<file path="src/rtl/revo_phase_select_trigger_encoder.sv">
// ---------------------------------------------------------------------------
// revo_phase_select_trigger_encoder
//
// Back end of the revolution-marker path. Consumes 4-sample words of
// deserialized revo input and produces:
//   - per-bit rising-edge pulses,
//   - a one-time phase selection (select2/select4) for the clock-phase
//     BUFGMUX tree, captured on the first recognised edge pattern,
//   - a one-cycle trigger and its complement for the ODDR clock-encoding gate,
//   - an 8-bit serializer word (WORD_TRG for one cycle per trigger),
//   - a stretched "revo seen" LED indicator.
//
// Ports:
//   clock         in   word clock, all logic on rising edge
//   reset         in   synchronous, active-high
//   revo_stream   in   [3:0] deserialized revo samples (already in clock domain)
//   pulse_stream  out  [3:0] registered rising-edge pulses per sample bit
//   phase_locked  out  high once a phase has been captured
//   select2       out  [1:0] phase select (0/90/180/270 degrees)
//   select4       out  [3:0] edge pattern captured at lock
//   long_trg      out  registered OR of revo_stream
//   short_trg     out  one-cycle pulse on each rising edge of long_trg
//   trg           out  registered copy of short_trg
//   trg_inv       out  complement of trg (ODDR CE)
//   word          out  [7:0] serializer word
//   led_revo      out  stretched activity indicator
// ---------------------------------------------------------------------------
module revo_phase_select_trigger_encoder #(
   parameter int         STRETCH_LOG2 = 19,
   parameter logic [7:0] WORD_TRG     = 8'b11001100,
   parameter logic [7:0] WORD_NULL    = 8'b00000000
) (
   input  logic       clock,
   input  logic       reset,
   input  logic [3:0] revo_stream,
   output logic [3:0] pulse_stream,
   output logic       phase_locked,
   output logic [1:0] select2,
   output logic [3:0] select4,
   output logic       long_trg,
   output logic       short_trg,
   output logic       trg,
   output logic       trg_inv,
   output logic [7:0] word,
   output logic       led_revo
);

   localparam logic [STRETCH_LOG2-1:0] CNT_ONE = {{(STRETCH_LOG2-1){1'b0}}, 1'b1};

   logic [3:0]              r_stream_d;
   logic                    r_long_trg_d;
   logic                    r_sticky;
   logic [STRETCH_LOG2-1:0] r_counter;

   logic                    w_lock_hit;
   logic [1:0]              w_lock_sel;
   logic                    w_any_pulse;
   logic                    w_wrap;

   // ------------------------------------------------------------------------
   // Edge detect: a pulse marks a sample bit that went 0 -> 1 since the
   // previous word.
   // ------------------------------------------------------------------------
   always_ff @(posedge clock) begin
      if (reset) begin
         r_stream_d   <= 4'b0000;
         pulse_stream <= 4'b0000;
      end else begin
         r_stream_d   <= revo_stream;
         pulse_stream <= revo_stream & ~r_stream_d;
      end
   end

   // ------------------------------------------------------------------------
   // Phase lock. Only contiguous edge patterns anchored at the MSB identify
   // where within the word the marker edge fell; everything else (including
   // isolated LSB or non-contiguous pulses) is treated as noise.
   // ------------------------------------------------------------------------
   always_comb begin
      w_lock_hit = 1'b0;
      w_lock_sel = 2'b00;
      case (pulse_stream)
         4'b1111: begin w_lock_hit = 1'b1; w_lock_sel = 2'b00; end
         4'b1110: begin w_lock_hit = 1'b1; w_lock_sel = 2'b01; end
         4'b1100: begin w_lock_hit = 1'b1; w_lock_sel = 2'b10; end
         4'b1000: begin w_lock_hit = 1'b1; w_lock_sel = 2'b11; end
         default: begin w_lock_hit = 1'b0; w_lock_sel = 2'b00; end
      endcase
   end

   // select2 may change only once per reset so the SYNC BUFGMUX never sees
   // a second switch request.
   always_ff @(posedge clock) begin
      if (reset) begin
         phase_locked <= 1'b0;
         select2      <= 2'b00;
         select4      <= 4'b0000;
      end else if (!phase_locked && w_lock_hit) begin
         phase_locked <= 1'b1;
         select2      <= w_lock_sel;
         select4      <= pulse_stream;
      end
   end

   // ------------------------------------------------------------------------
   // Trigger chain. short_trg fires once per rising edge of long_trg, so a
   // marker held for many words still yields a single trigger; a new one
   // needs at least one all-zero word in between.
   // ------------------------------------------------------------------------
   always_ff @(posedge clock) begin
      if (reset) begin
         long_trg     <= 1'b0;
         r_long_trg_d <= 1'b0;
         short_trg    <= 1'b0;
         trg          <= 1'b0;
         trg_inv      <= 1'b1;
         word         <= WORD_NULL;
      end else begin
         long_trg     <= |revo_stream;
         r_long_trg_d <= long_trg;
         short_trg    <= long_trg & ~r_long_trg_d;
         trg          <= short_trg;
         trg_inv      <= ~short_trg;
         word         <= trg ? WORD_TRG : WORD_NULL;
      end
   end

   // ------------------------------------------------------------------------
   // LED stretch. sticky collects any edge activity; on each counter wrap it
   // is transferred to the LED and cleared. An edge arriving on the wrap
   // cycle itself must not be lost, so the set takes priority over the clear.
   // ------------------------------------------------------------------------
   assign w_any_pulse = |pulse_stream;
   assign w_wrap      = (r_counter == '0);

   always_ff @(posedge clock) begin
      if (reset) begin
         r_counter <= '0;
         r_sticky  <= 1'b0;
         led_revo  <= 1'b0;
      end else begin
         r_counter <= r_counter + CNT_ONE;
         if (w_wrap) begin
            led_revo <= r_sticky;
            r_sticky <= w_any_pulse;
         end else if (w_any_pulse) begin
            r_sticky <= 1'b1;
         end
      end
   end

endmodule

</file>
<file path="config.mk">
export PLATFORM = sky130hd
export DESIGN_NAME = revo_phase_select_trigger_encoder
export DESIGN_NICKNAME = d
export VERILOG_FILES = /design/src/rtl/revo_phase_select_trigger_encoder.sv
export SDC_FILE = /design/constraint.sdc
export NUM_CORES = 1
export LEC_CHECK = 0
export CORE_UTILIZATION = 51
export DETAILED_ROUTE_END_ITERATION = 12
export GPL_TIMING_DRIVEN = 0
export PLACE_DENSITY = 0.78
export SYNTH_ARGS = -nofsm -noshare
export SYNTH_HDL_FRONTEND = slang
export SYNTH_SLANG_ARGS = --single-unit
</file>
<file path="constraint.sdc">
create_clock -name clock -period 2.3 [get_ports clock]
set_input_delay 0.69 -clock clock [delete_from_list [all_inputs] [get_ports clock]]
set_output_delay 0.69 -clock clock [all_outputs]
set_load 0.05 [all_outputs]
</file>
==> metrics.md, run 1 <==
| Metric | Value |
|---|---|
| Status | `finished clean` |
| CP Max Fanout | `4` |
| Ant. Diodes | `0` |
| DP Cell Count | `261` |
| CP top delay family | `buffers and inverters` |
| Number of global-route vias before repair | `1290` |
| Pwr Total | `1.32 mW` |
| Multi-input logic area | `783 µm²` |
| Via count | `1358` |
| CP max stage cell | `clkdlybuf4s50_1` |
| Worst r2r path cells | `5` |
| Delay of the slowest critical-path stage | `820 ps` |
| Clock Skew | `11.8 ps` |
| H-tree levels | `2` |
| Hold Path Cell Cnt | `1` |
| Starting Density | `54.9%` |
| Crit path launch type | `flop` |
| VDD IR max | `0.000324 V` |
| Die ar. | `3600 µm²` |
| Final #Nets | `232` |
| CP Depth | `1` |
| Clock-pin slew on the worst setup and hold paths | `120 ps` |
| P per Cell Area | `635 nW/µm²` |
| Hold path start | `r_long_trg_d` |
| # rows | `20` |
| Max Root-Sink Buffers | `2` |
| Initial antenna violation count | `0` |
| Synthesized area | `1720 µm²` |
| Die Height | `60.0 µm` |
| Synthesis Warnings | `0` |
| Final worst setup slack | `61.3 ps` |
| Post-Route WL | `3370 µm` |
| Setup CP Type | `reg -> out` |
| Iter 0 DRT Violations | `71` |
| Syn_area_per_cell | `9.04 µm²` |
| Static leakage | `0.823 nW` |
| Sw Share | `27.0%` |
| Critical Path, Cell by Cell | `clkdlybuf4s50_1` |
| Max Fclk | `447 MHz` |
| Internal Power | `0.967 mW` |
| Syn Inst Count | `190` |
| Clk pwr share | `27.8%` |
| Synth area leader | `dfxtp_1` |
| Synth cell types | `32` |
| Finish-stage setup viols | `0` |
| First-pass DRT Iterations | `4` |
| Pre-CTS worst setup slack | `85.4 ps` |
| Post-synthesis sequential area ratio | `48.9%` |
| Hold Crit Class | `reg -> reg` |
| Setup_tns | `0 ps` |
| DR WL/cell | `12.5 µm` |
| Finished Layout Cells | `269` |
| # IOs | `30` |
| Reg power frac | `58.3%` |
| Detailed placement HPWL | `2520 µm` |
| Slew headroom | `63.4%` |
| Grt total ovfl | `0` |
| Most frequent cells in the layout | `dfxtp_1, nor2_1, clkdlybuf4s50_1` |
| Comb pwr share | `13.9%` |
| RSZ-0062 raised after global routing | `false` |
| Num CTS Buffers | `5` |
| Final min period | `2240 ps` |
| Port buffer count | `24` |
| Setup bufs post-CTS | `0` |
| First-pass GRT wire length | `5510 µm` |
| CP required | `1610 ps` |
| Period utilization | `97.3%` |
| Core box area | `3130 µm²` |
| Top cell type's share of synthesized area | `48.9%` |
| DRC | `0` |
| Worst Setup End Kind | `output port` |
| P_sw | `0.358 mW` |
| Fillers | `258` |
| GRT Util Overall | `21.4%` |
| Root Driver | `clkbuf_4` |
| Most common cell after layout, fill and taps aside | `dfxtp_1` |
| Top cells by area, synth | `dfxtp_1, nor2b_1, xnor2_1` |
| Clock Latency Late Sink | `350 ps` |
| Worst Hold Path EP | `short_trg` |
| CP Buf/Inv Count | `1` |
| Area Growth Syn to Fin | `21.3%` |
| CTS tree | `done` |
| Worst-Margin Slew | `549 ps` |
| RR Startpoint | `r_counter[0]` |
| Register area | `841 µm²` |
| Max-cap violations | `0` |
| CP arrival | `1550 ps` |
| Vias per cell | `5.05` |
| Final hold vios | `0` |
| Pins Over Slew Limit | `0` |
| RR Endpoint | `r_counter[18]` |
| Post-synthesis register bit count | `42` |
| Largest net degree at the start of global routing | `13` |
| Clk sinks | `42` |
| Ratio of cells with drive above 1 in the final layout | `9.33%` |
| Die width | `60.0 µm` |
| Reg2reg setup slack | `450 ps` |
| Gpl congestion | `0.798` |
| Detail Route Antenna Nets | `0` |
state kept, by name, indices dropped and copies added, names as in the netlist, 2 cells and up:
register and flops:
select2 2, pulse_stream 4, select4 4, r_counter 19, r_stream_d 4
power groups by stage:
| stage | Clock (mW) | Sequential, mW | Combinational (mW) |
|---|---|---|---|
| floorplan | 0 | 0.838 | 0.0804 |
| global placement | 0 | 0.787 | 0.183 |
| detailed placement | 0 | 0.789 | 0.187 |
| CTS | 0.377 | 0.772 | 0.186 |
| global route | 0.417 | 0.776 | 0.198 |
| finish | 0.368 | 0.772 | 0.184 |
stage by stage:
step	hold WS, ps	util (%)	cell area (µm²)
after global routing	420	66.6	2080
after floorplan	367	-	1730
after global placement	372	64.7	2020
after CTS	396	66.5	2080
after detailed placement	377	64.7	2020
final	395	66.6	2080
logic make-up (layout without fill, tap and decap cells):
logic type / after synthesis / after routing / synth area share [%]
AOI/OAI and AO/OA: 27 / 27 / 8.23
and+or+nand+nor: 83 / 83 / 27.7
xor gates and xnor gates: 13 / 13 / 6.63
muxes: 1 / 1 / 0.655
adders and majority gates: 2 / 2 / 1.46
other: 1 / 4 / 0.218
DFF: 42 / 42 / 48.9
buffers and inverters: 21 / 53 / 6.12
synthesized netlist by cell type:
cell type and count:
nand2b_1 4, buf_1 2, nand3_2 1, o21ai_0 10, or4_4 1, a31o_2 1, nand3_1 9, o21bai_1 1
and3_1 3, inv_1 8, dfxtp_1 42, conb_1 1, nand4_4 1, nor3_1 5, nand4_1 1, xnor2_1 11
nor2b_1 16, nor4_2 1, a21oi_1 15, nor4_1 7, nor4b_1 1, ha_1 2, buf_4 7, clkbuf_1 4
mux2_1 1, and4_1 1, xor2_1 2, or3_2 1, nand4_2 1, nand2_1 7, or3_1 3, nor2_1 20
cell type report:
cell class,count,share of cell area [%]
buffer,13,3.60
inverter,8,1.44
clock buffer,7,2.64
multi-input combinational,130,37.6
clock inverter,1,0.240
sequential,42,40.3
tap,44,2.64
timing repair buffer,24,11.5
metal layers:
| layer | wire length [µm] | GRT usage [%] | vias up |
|---|---|---|---|
| met5 | 0 | 0 | - |
| met4 | 46 | 6.98 | 0 |
| met3 | 143 | 7.79 | 6 |
| met2 | 1790 | 37.6 | 25 |
| met1 | 1380 | 23.7 | 630 |
| li1 | - | - | 697 |
worst max path at each step:
stage	start	to	slack, ps
final	word[6]	word[2]	60
after global routing	word[6]	word[2]	0.08
after CTS	pulse_stream[3]	pulse_stream[3]	40
after detailed placement	reset	r_counter[12]	90
after global placement	reset	long_trg	120
after floorplan	reset	long_trg	580
repair_timing:
| action | 4_1_cts | 5_1_grt |
|---|---|---|
| endpoints found under the setup margin | 4 | 2 |
| resized for setup | 4 | 2 |
| cloned | 0 | 0 |
| hold buffers | 0 | 0 |
Note: power is estimated with default switching activity, not from simulation.
==> inputs of run 2 (changes only) <==
--- a/config.mk
+++ b/config.mk
@@ -5,10 +5,10 @@
 export SDC_FILE = /design/constraint.sdc
 export NUM_CORES = 1
 export LEC_CHECK = 0
-export CORE_UTILIZATION = 51
+export CORE_UTILIZATION = 39
 export DETAILED_ROUTE_END_ITERATION = 12
 export GPL_TIMING_DRIVEN = 0
-export PLACE_DENSITY = 0.78
+export SLEW_MARGIN = 20
 export SYNTH_ARGS = -nofsm -noshare
 export SYNTH_HDL_FRONTEND = slang
 export SYNTH_SLANG_ARGS = --single-unit
==> metrics.md, run 2 (synthesized netlist as in run 1, its figures left out) <==
| Metric | Value |
|---|---|
| Setup CP Type | `reg -> out` |
| Crit path launch type | `flop` |
| Status | `finished clean` |
| GRT Util Overall | `16.7% (-4.7 points)` |
| Detail Route Antenna Nets | `0 (unchanged)` |
| Starting Density | `41.7% (-13 points)` |
| Largest net degree at the start of global routing | `14 (+1)` |
| First-pass GRT wire length | `5530 µm (+0.24%)` |
| CTS Hold Buffers Added | `0 (unchanged)` |
| # IOs | `30 (unchanged)` |
| Worst-Margin Slew | `548 ps (-1.30 ps)` |
| Clock Latency Late Sink | `290 ps (-60 ps)` |
| Vias per cell | `4.89 (-3.1%)` |
| Final #Nets | `232 (unchanged)` |
| Max FFs per register | `19 (unchanged)` |
| VDD IR max | `0.000414 V (+28%)` |
| Post-Route WL | `3380 µm (+0.30%)` |
| Setup_tns | `0 ps (unchanged)` |
| Static leakage | `0.836 nW (+1.6%)` |
| Ratio of cells with drive above 1 in the final layout | `9.78% (+0.44 points)` |
| First-pass DRT Iterations | `6 (+2)` |
| DR WL/cell | `12.3 µm (-1.9%)` |
| Via count | `1345 (-0.96%)` |
| Clock Skew | `5.43 ps (-6.34 ps)` |
| Number of global-route vias before repair | `1229 (-4.7%)` |
| Slew headroom | `63.5% (+0.087 points)` |
| Die width | `68.4 µm (+14%)` |
| Port buffer count | `24 (unchanged)` |
| Clock-pin slew on the worst setup and hold paths | `80 ps (-40 ps)` |
| Fillers | `383 (+48%)` |
| Die Height | `68.4 µm (+14%)` |
| Most common cell after layout, fill and taps aside | `dfxtp_1` |
| CP Max Fanout | `4 (unchanged)` |
| Period utilization | `97.5% (+0.21 points)` |
| Area Growth Syn to Fin | `24.8%` |
| Max Fclk | `446 MHz (-0.22%)` |
| Worst Setup End Kind | `output port` |
| RSZ-0062 raised after global routing | `false` |
| Final min period | `2240 ps (+4.89 ps)` |
| Die ar. | `4670 µm² (+30%)` |
| Gpl congestion | `0.776 (-2.8%)` |
| H-tree levels | `2 (unchanged)` |
| Finished Cell Area | `2140 µm² (+2.9%)` |
| Fin util | `52.1% (-15 points)` |
| Pins Over Slew Limit | `0 (unchanged)` |
| Root Driver | `clkbuf_8` |
| Hold Crit Class | `reg -> reg` |
| Clk sinks | `42 (unchanged)` |
| P per Cell Area | `711 nW/µm² (+12%)` |
| Core box area | `4120 µm² (+32%)` |
| Initial antenna violation count | `0 (unchanged)` |
| Grt total ovfl | `0 (unchanged)` |
| CP arrival | `1550 ps (about the same)` |
| # rows | `23 (+15%)` |
| CP required | `1610 ps (about the same)` |
| Finish-stage setup viols | `0 (unchanged)` |
| Ant. Diodes | `0 (unchanged)` |
| Num CTS Buffers | `5 (unchanged)` |
| DRC | `0 (unchanged)` |
| Iter 0 DRT Violations | `26 (-63%)` |
| Detailed placement HPWL | `2460 µm (-2.4%)` |
| CTS tree | `done` |
| Max Root-Sink Buffers | `2 (unchanged)` |
| Max-cap violations | `0 (unchanged)` |
| Final hold vios | `0 (unchanged)` |
| Largest register by flop count | `r_counter` |
| Most frequent cells in the layout | `dfxtp_1, clkdlybuf4s50_1, nor2_1` |
| DP Area | `2030 µm² (+0.37%)` |
## run 2: cell types whose count changed in the layout (fill, tap and decap cells not counted)
cell and change:
clkdlybuf4s50_1 +3, bufinv_16 +1, clkbuf_8 +4, clkinv_2 +1, clkbuf_1 -1, dlygate4sd2_1 -3, clkbuf_4 -5
## run 2: per-stage QoR
stage	setup slack [ps]	hold slack, ps	power [mW]	instances
floorplan	584	367	0.918	193
global placement	74.7	372	0.972	267
detailed placement	40.3	372	0.977	267
CTS	35.4	384	1.54	275
global route	6.88	392	1.60	275
finish	56.4	383	1.52	275
## run 2: area by class of cell
class / count / area [µm²] / area share, %
sequential: 42 / 841 / 39.2
multi-input combinational: 130 / 783 / 36.5
timing repair buffer: 24 / 244 / 11.4
buffer: 13 / 75.1 / 3.50
clock buffer: 5 / 68.8 / 3.21
tap: 50 / 62.6 / 2.92
clock inverter: 3 / 40.0 / 1.87
inverter: 8 / 30.0 / 1.40
## run 2: power breakdown
group	switching, mW	internal (mW)	total, mW
sequential	0.0190	0.753	0.772
combinational	0.119	0.0660	0.185
clock	0.248	0.319	0.567
## run 2: worst max-delay path, cell delays in order, from the launching register on
cell             delay [ps]
dfxtp_1                 370
buf_4                   120
clkdlybuf4s50_1         780
## run 2: final timing paths
check / from / to / slack, ps / cells past startpoint
hold / removal: r_stream_d[1] / pulse_stream[1] / 380 / 1
hold reg to reg: r_stream_d[1] / pulse_stream[1] / 380 / 1
setup reg to reg: r_counter[0] / r_counter[18] / 440 / 5
setup / recovery: word[6] / word[7] / 60 / 2
## run 2: routing by layer
layer | global-route usage [%] | up-vias | wire, µm
met5 | 0 | - | 0
met2 | 28.6 | 19 | 1640
met1 | 19.1 | 623 | 1610
met4 | 5.47 | 0 | 42
li1 | - | 699 | -
met3 | 6.00 | 4 | 86
## run 2: repair_timing
| action | 4_1_cts | 5_1_grt |
|---|---|---|
| pin swaps | 0 | 0 |
| endpoints found under the hold margin | 0 | 0 |
| gates resized for setup | 1 | 2 |
| endpoints found under the setup margin | 1 | 2 |
| setup buffers | 0 | 0 |
| gates cloned | 0 | 0 |
==> inputs of run 3 (changes only) <==
--- a/config.mk
+++ b/config.mk
@@ -5,6 +5,7 @@
 export SDC_FILE = /design/constraint.sdc
 export NUM_CORES = 1
 export LEC_CHECK = 0
+export CAP_MARGIN = 40
 export CORE_UTILIZATION = 39
 export DETAILED_ROUTE_END_ITERATION = 12
 export GPL_TIMING_DRIVEN = 0
==> results of run 3 <==
The final DEF is identical to that of run 2; final timing and power are the same.
